<file path="src/rtl/intercon_bus_sched_pkg.sv">
// Shared constants and state encoding for the intercon bus master scheduler.
package intercon_bus_sched_pkg;

  localparam int INTERCON_MASTER_NUM  = 4;
  localparam int INTERCON_BUS_TIMEOUT = 255;

  typedef enum logic [1:0] {
    IDLE  = 2'd0,
    OWN   = 2'd1,
    ABORT = 2'd2
  } sched_state_e;

endpackage

</file>
<file path="src/rtl/intercon_bus_sched_rr_pick.sv">
// Round-robin picker: first requester after last_onehot, wrapping, as a one-hot vector.
module intercon_bus_sched_rr_pick #(
  parameter int MASTER_NUM = 4
) (
  input  logic [MASTER_NUM-1:0] req,
  input  logic [MASTER_NUM-1:0] last_onehot,
  output logic [MASTER_NUM-1:0] winner
);

  logic [2*MASTER_NUM-1:0] req_dbl_s;
  logic [2*MASTER_NUM-1:0] base_s;
  logic [2*MASTER_NUM-1:0] pick_dbl_s;

  // Subtracting the start position from the doubled request vector clears every
  // request bit below it and the first set bit at or above it survives the mask.
  always_comb begin
    req_dbl_s  = {req, req};
    base_s     = {{(MASTER_NUM-1){1'b0}}, last_onehot, 1'b0};
    pick_dbl_s = req_dbl_s & ~(req_dbl_s - base_s);
    winner     = pick_dbl_s[MASTER_NUM-1:0] | pick_dbl_s[2*MASTER_NUM-1:MASTER_NUM];
  end

endmodule

</file>
<file path="src/rtl/intercon_bus_sched.sv">
// Shared-bus scheduler: CYC-framed round-robin ownership with a per-transfer
// watchdog that aborts an owner whose slave never acknowledges.
module intercon_bus_sched
  import intercon_bus_sched_pkg::*;
#(
  parameter int MASTER_NUM = INTERCON_MASTER_NUM,
  parameter int IDX_W      = $clog2(MASTER_NUM),
  parameter int TIMEOUT    = INTERCON_BUS_TIMEOUT,
  parameter int CNT_W      = 8
) (
  input  logic                  clk,
  input  logic                  rst,
  input  logic [MASTER_NUM-1:0] m_cyc,
  input  logic                  s_ack,
  input  logic                  s_err,
  output logic [MASTER_NUM-1:0] grant,
  output logic [IDX_W-1:0]      grant_idx,
  output logic                  bus_busy,
  output logic                  to_err
);

  localparam logic [CNT_W-1:0]      TIMEOUT_C  = CNT_W'(TIMEOUT);
  localparam logic [CNT_W-1:0]      CNT_MAX_C  = (TIMEOUT == 0) ? {CNT_W{1'b1}} : TIMEOUT_C;
  localparam logic [MASTER_NUM-1:0] LAST_RST_C = {1'b1, {(MASTER_NUM-1){1'b0}}};

  sched_state_e          state_r;
  logic [CNT_W-1:0]      cnt_r;
  logic [MASTER_NUM-1:0] last_r;
  logic [MASTER_NUM-1:0] winner_s;
  logic [IDX_W-1:0]      winner_idx_s;
  logic [CNT_W-1:0]      cnt_inc_s;
  logic                  owner_cyc_s;

  function automatic logic [IDX_W-1:0] onehot_enc(input logic [MASTER_NUM-1:0] oh);
    logic [IDX_W-1:0] idx;
    idx = {IDX_W{1'b0}};
    for (int i = 0; i < MASTER_NUM; i++) begin
      idx = idx | (oh[i] ? IDX_W'(i) : {IDX_W{1'b0}});
    end
    return idx;
  endfunction

  intercon_bus_sched_rr_pick #(.MASTER_NUM(MASTER_NUM)) u_rr_pick (
    .req         (m_cyc),
    .last_onehot (last_r),
    .winner      (winner_s)
  );

  // Next-owner index, owner request and incremented watchdog count.
  always_comb begin
    winner_idx_s = onehot_enc(winner_s);
    owner_cyc_s  = |(m_cyc & grant);
    cnt_inc_s    = cnt_r + {{(CNT_W-1){1'b0}}, 1'b1};
  end

  // Ownership FSM with registered grant, index, busy flag and abort pulse.
  always_ff @(posedge clk or posedge rst) begin
    if (rst) begin
      state_r   <= IDLE;
      cnt_r     <= {CNT_W{1'b0}};
      last_r    <= LAST_RST_C;
      grant     <= {MASTER_NUM{1'b0}};
      grant_idx <= {IDX_W{1'b0}};
      bus_busy  <= 1'b0;
      to_err    <= 1'b0;
    end else begin
      case (state_r)
        IDLE: begin
          to_err <= 1'b0;
          cnt_r  <= {CNT_W{1'b0}};
          if (|m_cyc) begin
            grant     <= winner_s;
            grant_idx <= winner_idx_s;
            bus_busy  <= 1'b1;
            last_r    <= winner_s;
            state_r   <= OWN;
          end else begin
            grant     <= {MASTER_NUM{1'b0}};
            grant_idx <= {IDX_W{1'b0}};
            bus_busy  <= 1'b0;
          end
        end
        OWN: begin
          // Release takes priority over ack and timeout on the same edge.
          if (!owner_cyc_s) begin
            grant     <= {MASTER_NUM{1'b0}};
            grant_idx <= {IDX_W{1'b0}};
            bus_busy  <= 1'b0;
            to_err    <= 1'b0;
            cnt_r     <= {CNT_W{1'b0}};
            state_r   <= IDLE;
          end else if (s_ack || s_err) begin
            cnt_r  <= {CNT_W{1'b0}};
            to_err <= 1'b0;
          end else if ((TIMEOUT != 0) && (cnt_inc_s == TIMEOUT_C)) begin
            cnt_r   <= cnt_inc_s;
            to_err  <= 1'b1;
            state_r <= ABORT;
          end else if (cnt_r != CNT_MAX_C) begin
            cnt_r  <= cnt_inc_s;
            to_err <= 1'b0;
          end else begin
            to_err <= 1'b0;
          end
        end
        ABORT: begin
          to_err <= 1'b0;
          if (!owner_cyc_s) begin
            grant     <= {MASTER_NUM{1'b0}};
            grant_idx <= {IDX_W{1'b0}};
            bus_busy  <= 1'b0;
            cnt_r     <= {CNT_W{1'b0}};
            state_r   <= IDLE;
          end else begin
            state_r <= ABORT;
          end
        end
        default: begin
          state_r   <= IDLE;
          cnt_r     <= {CNT_W{1'b0}};
          grant     <= {MASTER_NUM{1'b0}};
          grant_idx <= {IDX_W{1'b0}};
          bus_busy  <= 1'b0;
          to_err    <= 1'b0;
        end
      endcase
    end
  end

endmodule

</file>
<file path="config.mk">
export PLATFORM = sky130hd
export DESIGN_NAME = intercon_bus_sched
export DESIGN_NICKNAME = d
export VERILOG_FILES = /design/src/rtl/intercon_bus_sched_pkg.sv /design/src/rtl/intercon_bus_sched_rr_pick.sv /design/src/rtl/intercon_bus_sched.sv
export SDC_FILE = /design/constraint.sdc
export NUM_CORES = 1
export LEC_CHECK = 0
export ABC_AREA = 1
export CORE_ASPECT_RATIO = 1.1
export CORE_MARGIN = 2
export CORE_UTILIZATION = 56
export DETAILED_ROUTE_END_ITERATION = 8
export PLACE_DENSITY = 0.89
export SKIP_LAST_GASP = 1
export SLEW_MARGIN = 40
export SYNTH_ARGS = -nofsm -noshare
export SYNTH_HDL_FRONTEND = slang
export SYNTH_HIERARCHICAL = 1
export SYNTH_SLANG_ARGS = --single-unit
</file>
<file path="constraint.sdc">
create_clock -name clk -period 1.9 [get_ports clk]
set_input_delay 0.475 -clock clk [delete_from_list [all_inputs] [get_ports clk]]
set_output_delay 0.475 -clock clk [all_outputs]
set_load 0.03 [all_outputs]
</file>
Yosys cells after proc, flatten, opt, wreduce, memory -nomap -nowiden
Index checks and enable logic that the tools add are counted.

Add/subtract/negate cells: 2. Eq/ne operators: 10. Multiplexer cells: 28. Bitwise operators: 6. Reductions and logical operators: 8.

Operators by type and width (count): two-way mux 8 bit (5); two-way mux 2 bit (9); one-hot mux 8 bit (2 select lines) (1); adder 8 x 1 -> 8 bit, second input constant (1); AND 8 bit (1); == test 8 bit, second input constant (1); two-way mux 4 bit (2); != test 8 bit, second input constant (1); inverter 8 bit (1); one-hot mux 4 bit (2 select lines) (1); OR reduction 4 bit (2); subtractor 8 x 5 -> 8 bit (1); two-way mux 1 bit (7); != test 2 bit, second input constant (3); != test 3 bit, second input constant (2); one-hot mux 2 bit (3 select lines) (1); != test 5 bit, second input constant (1); AND 4 bit (1); bitwise OR 4 bit (1); one-hot mux 2 bit (2 select lines) (1); AND reduction 2 bit (2); AND reduction 3 bit (1); == test 2 x 1 -> 1 bit, second input constant (1); == test 2 bit, second input constant (1); 6 further kinds (6).

Register bits: 22.

Longest topological paths before layout
Depth in word-level cells: 9. Mapped depth: 12.

Hierarchy
The synthesis kept the hierarchy.

By module, submodules not included: intercon_bus_sched (times used 1, cells each 168, area each 1281.2 um^2); intercon_bus_sched_rr_pick (times used 1, cells each 43, area each 230.2 um^2).

Worst setup path after synthesis
Ideal clock, no wire load.

Path kind: input -> register. From: input m_cyc[1]. To: register grant_idx[0]. Library setup time: 0.126 ns. Arrival time: 1.463 ns. Data required time: 1.774 ns. Path slack: 0.311 ns. Stages: 10. Path buffers: 0. Path through: inv_1 > nand2_2 > inv_1 > fa_1 > o21ai_1 > nand2_1 > nand3b_1 > nand2_1 > nand2_1 > nand3_1.

Longest elaborated chain between the ends: 9. Elaborated cells between the ends (all ways): 14. Classes of those cells: add/sub (1); eq/ne (1); mux (4); bitwise (6); reduce/logical (2).

RTL lines: start, declared (RTL line intercon_bus_sched.sv:13) `input logic [MASTER_NUM-1:0] m_cyc,`; subtractor 8 x 5 -> 8 bit (RTL line intercon_bus_sched_rr_pick.sv:19) `pick_dbl_s = req_dbl_s & ~(req_dbl_s - base_s);`; inverter 8 bit (RTL line intercon_bus_sched_rr_pick.sv:19); AND 8 bit (*) (RTL line intercon_bus_sched_rr_pick.sv:19); bitwise OR 4 bit (*) (RTL line intercon_bus_sched_rr_pick.sv:20) `winner = pick_dbl_s[MASTER_NUM-1:0] | pick_dbl_s[2*MASTER_NUM-1:MASTER_NUM];`; net winner_s[1] (RTL line intercon_bus_sched.sv:29) `logic [MASTER_NUM-1:0] winner_s;`; two-way mux 1 bit (*) (RTL line intercon_bus_sched.sv:38) `idx = idx | (oh[i] ? IDX_W'(i) : {IDX_W{1'b0}});`; bitwise OR 1 x 2 -> 2 bit (*) (RTL line intercon_bus_sched.sv:38); bitwise OR 2 bit (*) (RTL line intercon_bus_sched.sv:38); two-way mux 2 bit (*) (RTL line intercon_bus_sched.sv:71) `if (|m_cyc) begin`; one-hot mux 2 bit (2 select lines) (*) (RTL line intercon_bus_sched.sv:67) `case (state_r)`; end signal, assigned (RTL line intercon_bus_sched.sv:63) `grant_idx <= {IDX_W{1'b0}};`; end signal, assigned (RTL line intercon_bus_sched.sv:73) `grant_idx <= winner_idx_s;`; end signal, assigned (RTL line intercon_bus_sched.sv:79) `grant_idx <= {IDX_W{1'b0}};`; end, declared (RTL line intercon_bus_sched.sv:17) `output logic [IDX_W-1:0] grant_idx,`.

Mark *: on every way through the listed nets, which the timed path passes. The rest lies on a longest branch. A chain may end at the register's enable or synchronous reset.

Worst setup path in the final report
From: register grant[0]. To: output grant[0].

RTL lines: start, declared (RTL line intercon_bus_sched.sv:16) `output logic [MASTER_NUM-1:0] grant,`; start signal, assigned (RTL line intercon_bus_sched.sv:62) `grant <= {MASTER_NUM{1'b0}};`; start signal, assigned (RTL line intercon_bus_sched.sv:72) `grant <= winner_s;`; start signal, assigned (RTL line intercon_bus_sched.sv:78) `grant <= {MASTER_NUM{1'b0}};`.

No word-level cell between the ends.

==> metrics <==
fin area=1840 sq um; maximum resistive drop on vdd=0.866 mV; maximum number of pins on one net before global-route repair=23; Port Buf Inserts=15; wire length on met2=1.59 mm; source-to-sink clock delay at the later pin of the worst-skew pair=0.30 ns; die height=58.5 um; share of the cycle needed by the critical path after routing=96.2%; clock period minus final worst setup slack=1.83 ns; peak fanout along the critical path=3; Fin Hold WS=0.487 ns; dpl hpwl=2.45 mm; deepest clock path buffer count=2; CP max-delay cell=sky130_fd_sc_hd__clkdlybuf4s50_1; Total Negative Setup Slacks=0 ns; metal3 WL=135 um; R2R setup slack=0.18 ns; netlist area before placement=1510 sq um; proportion of netlist area held by the largest area contributor=34.8%; register cell area after layout=552 sq um; Die Footprint=3130 sq um; FF-to-FF Start=cnt_r[0]; number of buffers added for setup after CTS=0; worst-case clock skew=0.00706 ns; detail-routed net length per standard cell=11.1 um; first drt pass iteration count=4; setup-violating endpoint count in the final report=0; top cell family by delay on the critical path=buffers and inverters; WP buf/inv=1; top layer used by detailed routing=met4; fraction of synthesis flops using an asynchronous set or reset pin=100%; number of failing hold endpoints at the final stage=0; leading post-synthesis cells by cell area=sky130_fd_sc_hd__dfrtp_1 35%, sky130_fd_sc_hd__nand2_1 19%, sky130_fd_sc_hd__inv_1 7.9%; DR DRC count=0; least setup slack across all paths after layout=0.0725 ns; CTS clock-pin slew for the worst setup and hold paths=0.12 ns; layout cells sized above 1=16.3%; met1 layer wirelength in the final routing=1.30 mm; count of synthesis-stage warnings from yosys=6; Max-slew headroom=77.9%; remaining global-route overflow=0; number of nets produced by synthesis=229; status=finished clean; Clk Tree Root Cell=sky130_fd_sc_hd__clkbuf_4; total number of clock tree sinks=22; gpl congestion=0.859; worst setup slack after placement=-0.275 ns; sum of routed wire length over all layers=3.08 mm; register area share after synthesis=36.5%; row count=19; cts-stage hold buffer count=0; Synth area leader=sky130_fd_sc_hd__dfrtp_1; Critical Path Start Type=flop; number of global-route vias before repair=1,283; TritonCTS buffer count=3; TritonCTS clock tree=yes; initial antenna violation count=0; Unique masters post-synth=27; residual antenna-violating net count after detailed routing=0; CP arrival=1.35 ns; Post-synth EDFFs=0; Total Power Consumption=2.15 mW; r2r worst-path depth=11; final instance count without filler cells=276; number of vias after detailed routing=1,379; Post-Syn Instances=211; measured slew at the worst slew-check pin=0.331 ns; layout-stage area growth over the synthesis result=21.9%; synthesized area divided by synthesized cell count=7.16 sq um; global routing usage summed across all routing layers=22.9%; commonest cells in the synthesized netlist=76 x sky130_fd_sc_hd__nand2_1, 32 x sky130_fd_sc_hd__inv_1, 21 x sky130_fd_sc_hd__dfrtp_1, 16 x sky130_fd_sc_hd__nand3_1, 15 x sky130_fd_sc_hd__nor2_1; Setup crit end kind=primary output; Worst R2R End=state_r[1]; Critical Path Max Stage Delay=0.67 ns; critical path class=flop to primary output; end-of-flow core utilization=72.5%; setup repair after global routing missed its margin=true; maximum clock rate=547 MHz; initial detailed-routing violation count=37; number of pins exceeding their max-slew limit in the final report=0; final-layout fill cell count=213; critical path cell sequence=clkdlybuf4s50_1; total placed instance area=1800 sq um; dpl cells=272; worst hold-check path type=input port to asynchronous set/reset pin; max_cap viols=0; leakage=1.01 nW; Nets=264; number of antenna repair diodes=0; Power per Cell Area=1160 nW/um^2; number of flip-flops and latches in the synthesized netlist=22; horizontal die dimension=53.5 um; combined area of the multi-input logic cells=817 sq um; post-DR vias/cell=5.00; wire length of the first global-routing pass=5.33 mm; initial core utilization=59.4%; most used flip-flop cell after synthesis=sky130_fd_sc_hd__dfrtp_1; # H-tree levels=1; area of the placeable core=2540 sq um; data required time of the worst path=1.42 ns; io pins=16; most numerous cell in the Yosys netlist=sky130_fd_sc_hd__nand2_1
[cells in the final DEF (no fill, tap or decap), drive strengths merged, types with 4 or more instances in the layout]
master | Yosys | layout
nand3 | 18 | 18
o21ai | 12 | 12
nand4 | 4 | 4
clkdlybuf4s50 | 0 | 13
dfrtp | 21 | 21
buf | 1 | 16
ha | 9 | 9
nor2 | 18 | 18
inv | 33 | 33
clkbuf | 0 | 4
nand2 | 85 | 85
[cell families after synthesis]
group	share of synthesized area (%)
xor+xnor	0.580
fa+ha+maj	8.78
simple gates	38.7
buf+inv	9.77
flops	36.5
compound gates	5.71
[where the power goes]
part | switching, mW | leakage [nW] | internal (mW)
combinational | 0.707 | 0.702 | 0.478
clock | 0.140 | 0.0210 | 0.117
sequential | 0.101 | 0.291 | 0.603
total | 0.948 | 1.01 | 1.20
[flip-flops by register name (all words and copies together), names as in the netlist]
name       cells
to_err         1
bus_busy       1
last_r         4
state_r        2
cnt_r          8
grant          4
grant_idx      2
[worst max-delay path by stage]
| stage | start | end | slack (ns) | depth (start not counted) |
|---|---|---|---|---|
| floorplan | m_cyc[1] | grant_idx[0] | 0.31 | 10 |
| global placement | m_cyc[1] | grant_idx[1] | -0.22 | 11 |
| detailed placement | m_cyc[1] | grant_idx[0] | -0.28 | 11 |
| CTS | grant[1] | grant[1] | 0.02 | 1 |
| global route | m_cyc[2] | grant[2] | -0.01 | 11 |
| finish | grant[0] | grant[0] | 0.07 | 1 |
[metal layers]
layer | vias to the layer above | track usage (%)
met5 | - | 0
met4 | 0 | 9.16
met3 | 6 | 4.06
met2 | 30 | 40.0
met1 | 624 | 27.2
li1 | 719 | -
[layout make-up]
class                      count  area share (%)
timing repair buffer          31            14.7
tap                           31            2.10
clock buffer                   4            1.97
inverter                      34            6.92
multi-input combinational    154            44.3
sequential                    22            29.9
[what timing repair did]
item | 4_1_cts | 5_1_grt
setup endpoints to repair | 1 | 4
gates resized for setup | 1 | 3
pin swaps | 0 | 0
Power figures use the tool's default switching activity.
==> edit, RTL diff (same flow settings) <==
Make the reset (`rst`) synchronous in one clocked block.
--- a/src/rtl/intercon_bus_sched.sv
+++ b/src/rtl/intercon_bus_sched.sv
@@ -54,7 +54,7 @@
   end
 
   // Ownership FSM with registered grant, index, busy flag and abort pulse.
-  always_ff @(posedge clk or posedge rst) begin
+  always_ff @(posedge clk) begin
     if (rst) begin
       state_r   <= IDLE;
       cnt_r     <= {CNT_W{1'b0}};
Behaviour: differs if rst is asserted again (counterexample within 4 cycles, from zero or initial values and one cycle with rst high); with rst held inactive, the same outputs for 10 cycles.
==> edit against the original RTL <==
First-iteration DRC count up 2.7%. Clock power down 18%. Setup slack got worse by 20 ps. Register-to-register slack improved by 70 ps. Utilization is 0.53 points higher. Non-clock buffer count is 3 higher. Sequential cell count unchanged. Total power shrank 31%. Area after synthesis down 1.5%. Cell area down 0.20%. Die area fell by 1.4%. Routed wire length fell by 0.26%. Global-route usage up 0.16 points.
==> edit: results (changes against the original RTL) <==
Status
  – Run status: finished, final reports clean

Synthesis
  – Unique cell type count in the Yosys netlist: 32 (+19%)
  – Synth area leaders: dfxtp_1 30%, nand2_1 13%, ha_1 7.6%, inv_1 6.8%, a21oi_1 4.4%
  – Commonest cells in the netlist: 52 x nand2_1, 27 x inv_1, 22 x dfxtp_1
  – Asr flop ratio synth: 0 (-1.00)
  – Seq/Total Area, Yosys: 0.296 (-0.0693)
  – Top FF cell, synth: dfxtp_1
  – Post-synth EDFFs: 0 (unchanged)
  – Syn nets: 227 (-0.87%)

Global routing
  – Largest net degree at the start of global routing: 13 (-43%)
  – Vias in the first global route: 1,312 (+2.3%)
  – First-pass GRT wire length: 5330 µm (-0.13%)
  – Total GRT Usage: 0.230 (+0.00158)

Place
  – Post-DP HPWL: 2510 µm (+2.6%)
  – GPL Wtd Cong: 0.835 (-2.8%)

Detailed routing
  – DR vias/cell: 5.07 (+1.4%)
  – First-pass detailed-route iteration total: 6 (+2)
  – Iteration-0 DRC Markers: 38 (+2.7%)
  – Avg WL per Cell: 11.2 µm (+0.47%)

Clock network
  – Clock Tree Root: clkbuf_4
  – CTS max path bufs: 2 (unchanged)
  – H-Tree Depth: 1 (unchanged)
  – Post-CTS setup buffer count: 0 (unchanged)
  – CTS Buf Count: 3 (unchanged)

Worst setup path
  – Arrival @ worst endpoint: 1370 ps (+20 ps)
  – CP max stage cell: clkdlybuf4s50_1
  – Worst-path maximum fanout: 3 (unchanged)
  – CP delay by family, top: buffers and inverters

Cells and area
  – Net count, final: 263 (-0.38%)
  – Share of layout cells above drive strength 1: 0.259 (+0.0960)
  – ANT cells: 0 (unchanged)
  – Fill count: 206 (-3.3%)
  – Biggest registers after layout: cnt_r (8), grant (4), last_r (4)

Worst hold path
  – Min-delay worst type: register to register

Power and ir drop
  – Worst VDD drop: 757 µV (-13%)
  – LEAKAGE: 0.911 nW (-10%)

Timing
  – Worst Tran Pin Value: 430 ps (+98.6 ps)
  – Final Skew: 2.75 ps (-4.31 ps)
edit: cell types whose count changed in the layout (fill, tap and decap cells not counted), sizes merged, moves of 3 or more:
cell / unedited run / this run
nand3: 18 / 15
nand4: 4 / 1
a21oi: 1 / 18
dfrtp: 21 / 0
nand2: 85 / 62
dfxtp: 0 / 22
buf: 16 / 19
nor2: 18 / 22
edit: area by class of cell:
cell class,instances,area (µm²),share of cell area
Sequential cell,22,440,0.239
Tap cell,31,38.8,0.0211
Clock buffer,3,22.5,0.0122
Timing Repair Buffer,34,312,0.169
Inverter,34,130,0.0707
Multi-Input combinational cell,150,896,0.487
edit: per-stage QoR:
| stage | TNS [ps] | instances | area, µm² | setup slack, ps | total power [mW] |
|---|---|---|---|---|---|
| floorplan | 0 | 209 | 1490 | 307 | 1.02 |
| global placement | -3990 | 271 | 1810 | -355 | 1.26 |
| detailed placement | -4650 | 271 | 1810 | -374 | 1.28 |
| CTS | 0 | 274 | 1830 | 26.6 | 1.49 |
| global route | -5.61 | 274 | 1840 | -5.61 | 1.59 |
| finish | 0 | 274 | 1840 | 52.5 | 1.48 |
edit: power breakdown:
group | switching (mW) | internal (mW) | leakage (nW)
Clock | 0.137 | 0.0742 | 0.0138
Combinational | 0.393 | 0.291 | 0.718
Sequential | 0.0522 | 0.532 | 0.180
Total | 0.582 | 0.897 | 0.911
edit: logic make-up after synthesis:
group / count (synthesis) / synth area share
AOI/OAI and AO/OA: 33 / 0.152
xor gates and xnor gates: 2 / 0.0118
adders and majority gates: 10 / 0.0891
buffers and inverters: 37 / 0.103
DFF: 22 / 0.296
and+or+nand+nor: 105 / 0.349
edit: worst register-to-register path: cells and delay by family, from the launching register on:
family        cells  cell delay, ps
simple gates     11             880
flops             1             370
fa+ha+maj         1             250
buf+inv           1              50
edit: final timing paths:
path | startpoint | end | slack [ps] | cells after the start
min | bus_busy | bus_busy | 480 | 2
min reg2reg | bus_busy | bus_busy | 480 | 2
max | grant[2] | grant[2] | 50 | 1
max reg2reg | cnt_r[0] | state_r[1] | 250 | 13
edit: what timing repair did:
item,4_1_cts,5_1_grt
endpoints found under the hold margin,0,0
setup endpoints to repair,5,11
gates cloned,0,0
resized for setup,1,3
edit: metal layers:
layer | routed length [µm] | global-route usage | vias to the layer above
met5 | 0 | 0 | -
met4 | 30 | 0.0513 | 0
met3 | 165 | 0.0567 | 6
met2 | 1630 | 0.436 | 38
met1 | 1240 | 0.252 | 619
li1 | - | - | 725
